$ cat src/rtl/rv32i_wb_stage.sv
// rv32i_wb_stage: writeback stage of the RV32I pipeline.
// Retires ALU results one cycle after transfer and loads once the data memory
// answers. Load data is byte/half extended, and then the register file write
// port is driven.
// Optional feature: define WB_FORWARD_EN to add the same-cycle forwarding
// outputs fwd_valid/fwd_reg/fwd_data.
module rv32i_wb_stage #(
  parameter int CNT_W        = 32,
  parameter int LOAD_TIMEOUT = 16
) (
  input  logic             clk,
  input  logic             reset,
  input  logic             in_valid,
  output logic             in_ready,
  input  logic [4:0]       in_rd,
  input  logic [31:0]      in_result,
  input  logic             in_is_load,
  input  logic [2:0]       in_funct3,
  input  logic [1:0]       in_addr_lo,
  input  logic             dmem_rvalid,
  input  logic [31:0]      dmem_rdata,
  output logic             wb_enable,
  output logic [4:0]       wb_reg,
  output logic [31:0]      wb_data,
  output logic [CNT_W-1:0] retire_count,
  output logic             load_err
`ifdef WB_FORWARD_EN
  ,
  output logic             fwd_valid,
  output logic [4:0]       fwd_reg,
  output logic [31:0]      fwd_data
`endif
);

  localparam logic [0:0] IDLE      = 1'b0;
  localparam logic [0:0] WAIT_LOAD = 1'b1;

  // Wide enough to hold LOAD_TIMEOUT-1 for any LOAD_TIMEOUT >= 1.
  localparam int                TMR_W     = $clog2(LOAD_TIMEOUT + 1);
  localparam logic [TMR_W-1:0]  TMR_LAST  = TMR_W'(LOAD_TIMEOUT - 1);

  logic [0:0]       state;
  logic [4:0]       ld_rd;
  logic [2:0]       ld_funct3;
  logic [1:0]       ld_addr_lo;
  logic [TMR_W-1:0] timer;
  logic             transfer;

  // Selects the addressed byte/half of the aligned word and extends it to 32 bits.
  function automatic logic [31:0] load_extend(input logic [2:0]  funct3,
                                              input logic [1:0]  addr_lo,
                                              input logic [31:0] word);
    logic [7:0]  b;
    logic [15:0] h;
    b = 8'(word >> {addr_lo, 3'b000});
    h = addr_lo[1] ? word[31:16] : word[15:0];
    case (funct3)
      3'b000:  return {{24{b[7]}}, b};
      3'b100:  return {24'h0, b};
      3'b001:  return {{16{h[15]}}, h};
      3'b101:  return {16'h0, h};
      default: return word;
    endcase
  endfunction

  // Accept only in IDLE, and never while reset is held.
  assign in_ready = (state == IDLE) && !reset;
  assign transfer = in_valid && in_ready;

  // FSM, write-port registers, retire counter and sticky timeout flag.
  // NOTE: sequential state uses non-blocking assignments so every register
  // samples pre-edge values; blocking here would create order-dependent races.
  always_ff @(posedge clk) begin
    if (reset) begin
      state        <= IDLE;
      ld_rd        <= '0;
      ld_funct3    <= '0;
      ld_addr_lo   <= '0;
      timer        <= '0;
      wb_enable    <= 1'b0;
      wb_reg       <= '0;
      wb_data      <= '0;
      retire_count <= '0;
      load_err     <= 1'b0;
    end else begin
      // NOTE: the default de-assertion makes wb_enable a one-cycle pulse;
      // wb_reg/wb_data are only written alongside it, so they hold otherwise.
      wb_enable <= 1'b0;
      case (state)
        IDLE: begin
          if (transfer) begin
            if (in_is_load) begin
              ld_rd      <= in_rd;
              ld_funct3  <= in_funct3;
              ld_addr_lo <= in_addr_lo;
              timer      <= '0;
              state      <= WAIT_LOAD;
            end else begin
              retire_count <= retire_count + CNT_W'(1);
              if (in_rd != 5'd0) begin
                wb_enable <= 1'b1;
                wb_reg    <= in_rd;
                wb_data   <= in_result;
              end
            end
          end
        end
        WAIT_LOAD: begin
          if (dmem_rvalid) begin
            retire_count <= retire_count + CNT_W'(1);
            if (ld_rd != 5'd0) begin
              wb_enable <= 1'b1;
              wb_reg    <= ld_rd;
              wb_data   <= load_extend(ld_funct3, ld_addr_lo, dmem_rdata);
            end
            state <= IDLE;
          end else if (timer == TMR_LAST) begin
            load_err <= 1'b1;
            state    <= IDLE;
          end else begin
            timer <= timer + TMR_W'(1);
          end
        end
        default: state <= IDLE;
      endcase
    end
  end

`ifdef WB_FORWARD_EN
  // Same-cycle bypass of the value the register file is being written with.
  assign fwd_valid = wb_enable;
  assign fwd_reg   = wb_reg;
  assign fwd_data  = wb_data;
`endif

endmodule

$ cat config.mk
export PLATFORM = sky130hd
export DESIGN_NAME = rv32i_wb_stage
export DESIGN_NICKNAME = d
export VERILOG_FILES = /design/src/rtl/rv32i_wb_stage.sv
export SDC_FILE = /design/constraint.sdc
export NUM_CORES = 1
export LEC_CHECK = 0
export CORE_ASPECT_RATIO = 0.8
export CORE_MARGIN = 2
export CORE_UTILIZATION = 35
export CTS_CLUSTER_DIAMETER = 120
export DETAILED_ROUTE_END_ITERATION = 8
export PLACE_DENSITY = 0.69
export SLEW_MARGIN = 10
export SYNTH_ARGS = -nofsm -noshare
export SYNTH_HDL_FRONTEND = slang
export SYNTH_SLANG_ARGS = --single-unit
$ cat constraint.sdc
create_clock -name clk -period 2.51 [get_ports clk]
set_input_delay 0.3765 -clock clk [delete_from_list [all_inputs] [get_ports clk]]
set_output_delay 0.3765 -clock clk [all_outputs]
set_load 0.005 [all_outputs]
==> impl_metrics.csv <==
group,metric,value,unit
finish,final_nets,769,
clock_tree,htree_levels,3,
sta,rsz0062_at_grt,"no",
finish,insertedDiodeCount,0,
global_route,grt_max_degree,50,
drt,drt-pass1-iter-count,5,
power,ir_drop,468.3,uV
placement,placedCellCount,847,
drt,vias_per_cell,5.491,
global_route,overflow,0,
floorplan,die_area,0.01349,sq mm
power,powerDensity,552.2,mW/mm^2
run,cap_violations,0,
clock_tree,clk-insertion-delay-late,0.35,ns
placement,gp_congestion,0.9187,
power,leakage,2.280,nW
finish,largestRegisters,"retire_count (32), wb_data (32)",
synthesis,syn-num-nets,629,
run_status,status,"finished, final reports clean",
power,pwr-share-comb,12.1,%
finish,drive_above_1_share,6.503,%
sta,hold_viol_final,0,
finish,layout.cells.non_filler,863,
synthesis,synthArstFlopShare,0,%
drt,wl_per_cell,17.75,microns
clock_tree,clk_path_buf_depth,2,
floorplan,die-width,129.3,microns
clock_tree,tritoncts,"done",
power,power,3.586,mW
clock_tree,cts_setup_buffers,0,
drt,wl_met2,6.758,mm
sta,worst_pin_slew,0.6675,ns
critical_path,crit_arrival,2.41,ns
finish,final_cell_mix,"149 x clkdlybuf4s50_1, 86 x dfxtp_1, 59 x nor2_1, 54 x nand2_1, 53 x a21oi_1",
clock_tree,clkSlewWorstSetupHoldPaths,0.06,ns
min_path,min_path_type,"in2reg",
global_route,antenna_found_initial,0,
synthesis,yosysWarnings,0,
finish,syn2layout_area_growth,47.61,%
synthesis,ys_ff_latch,87,
drt,drt_iter0_markers,349,
sta,final_max_slew_viol_count,0,
sta,max_freq,470.4,MHz
placement,dp_hpwl,11.33,mm
clock_tree,cts_made_buffers,9,
drt,drtAntennaViolNets,0,
drt,wl_met1,7.327,mm
sta,setup_viol,0,
finish,layout_commonest_cell,"clkdlybuf4s50_1",
sta,post-route-min-period,2.126,ns
synthesis,ys_seq_area_share,39.59,%
drt,top_layer,"met4",
global_route,grt_pass1_vias,4501,
clock_tree,numClockSinks,87,
power,switching_share,22.43,%
synthesis,synth-edff-count,0,
global_route,grt_pass1_wl,24.21,mm
synthesis,ys.flop_type,"dfxtp_1",
critical_path,worstPathRequired,2.79,ns
drt,postRouteWirelength,15.32,mm
placement,port_buffers,150,
drt,vias,4739,
floorplan,core-area,0.01221,sq mm
synthesis,yosysUniqueCellTypes,54,
floorplan,io_pins,151,
synthesis,synthTopCellsByArea,"dfxtp_1 40%, a21oi_1 6.0%, nor2_1 5.0%, nand2_1 4.6%, nand3_1 4.1%",
clock_tree,ctsResizeCount,0,
critical_path,setup.worst_path.start_class,"register",
sta,slew_headroom,55.03,%
power,switchingPower,804.2,uW
clock_tree,holdBufCountCts,0,
sta,period_share,84.69,%
critical_path,critPathKind,"reg2reg",
synthesis,yosysTopAreaCell,"dfxtp_1",
synthesis,avgSynthCellArea,8.042,sq um
sta,finalClockSkew,0.008489,ns
floorplan,initial_core_util,36.04,%
power,intPower,2.782,mW
drt,wl_met3,977,microns
sta,finalSetupTns,0,ns
critical_path,end_kind,"register",
synthesis,synth_area,0.004399,sq mm
drt,drc_errors,0,
floorplan,fp.dieH,104.3,microns
synthesis,synthCells,547,
power,clkPwrFrac,47.5,%
floorplan,fp-row-count,36,
critical_path,cp_max_fo,19,
power,pwr-share-seq,40.4,%
synthesis,synth.top_cell.area_share,39.59,%
clock_tree,cts_root_buf,"clkbuf_16",
global_route,grtUsageTotal,22.87,%
metal layers:
metal / vias up / GRT usage [%]
met1: 2272 / 33.47
li1: 2301 / -
met4: 0 / 6.677
met3: 16 / 5.144
met5: - / 0
met2: 150 / 33.35
power groups by stage:
stage                     sequential [mW]  combinational, mW  clock, mW
final                                1.45              0.433       1.70
after global placement               1.48              0.425          0
after CTS                            1.45              0.431       1.74
after detailed placement             1.48              0.429          0
after global routing                 1.45              0.467       1.78
after floorplan                      1.47              0.175          0
layout make-up:
cell class                      count  area [sq um]
Sequential cell                    87          1743
Tap cell                          171         214.0
Inverter                           10         37.54
Clock buffer                       11         252.7
Multi-Input combinational cell    410          2455
Fill cell                        1160          5713
Timing Repair Buffer              169          1664
Clock inverter                      5         127.6
cell usage after synthesis, types with 3 or more instances:
cell and n:
dfxtp_1 87, nor2_1 59, nand2_1 54, a21oi_1 53, nand3_1 36, clkbuf_1 30, nor3_1 23, o41ai_1 16
a22o_1 15, xor2_1 14, o21ai_0 13, nand4_1 12, mux2i_1 9, inv_1 8, xnor2_1 8, a211oi_1 7
o221ai_1 7, or3_1 7, o31ai_1 6, and3_1 5, and4_1 5, buf_2 5, nor2b_1 5, o2111ai_1 5
or4_1 5, a31oi_1 4, nand3b_1 4, a221oi_1 3, buf_1 3, ha_1 3, nand2b_1 3, o211ai_1 3
or2_2 3
worst paths after layout:
| kind | from | cells past startpoint | slack [ns] | endpoint |
|---|---|---|---|---|
| worst max-delay path | state | 5 | 0.38 | retire_count[31] |
| worst min-delay path | reset | 2 | 0.37 | retire_count[17] |
| worst max register to register | state | 5 | 0.38 | retire_count[31] |
| worst min register to register | wb_data[2] | 2 | 0.45 | wb_data[2] |
kinds of logic (layout without fill, tap and decap cells):
logic type      after synthesis  count (layout)  synth area share (%)
compound gates              149             149                 23.35
xor+xnor                     22              22                 4.380
fa+ha+maj                     3               3                0.8533
buf+inv                      50             195                 4.607
flops                        87              87                 39.59
mux                           9               9                 2.048
simple gates                227             227                 25.17
critical path, cell delays in order, from the launching register on:
cell and delay [ns]:
dfxtp_2 0.46, or4b_4 0.63, nand2_1 0.18, nand4_1 0.23
or3_1 0.41, a21oi_1 0.15
metrics by stage:
step	setup slack, ns	instance area, sq um	util, %	hold slack (ns)
4_1_cts	0.3874	6494	53.20	0.3632
5_1_grt	0.2750	6494	53.20	0.3857
6_report	0.3842	6494	53.20	0.3693
3_5_place_dp	0.08068	6113	50.08	0.4500
2_1_floorplan	0.5012	4399	-	0.4363
3_3_place_gp	0.1855	6113	50.08	0.4447
(Power assumes the default switching activity.)
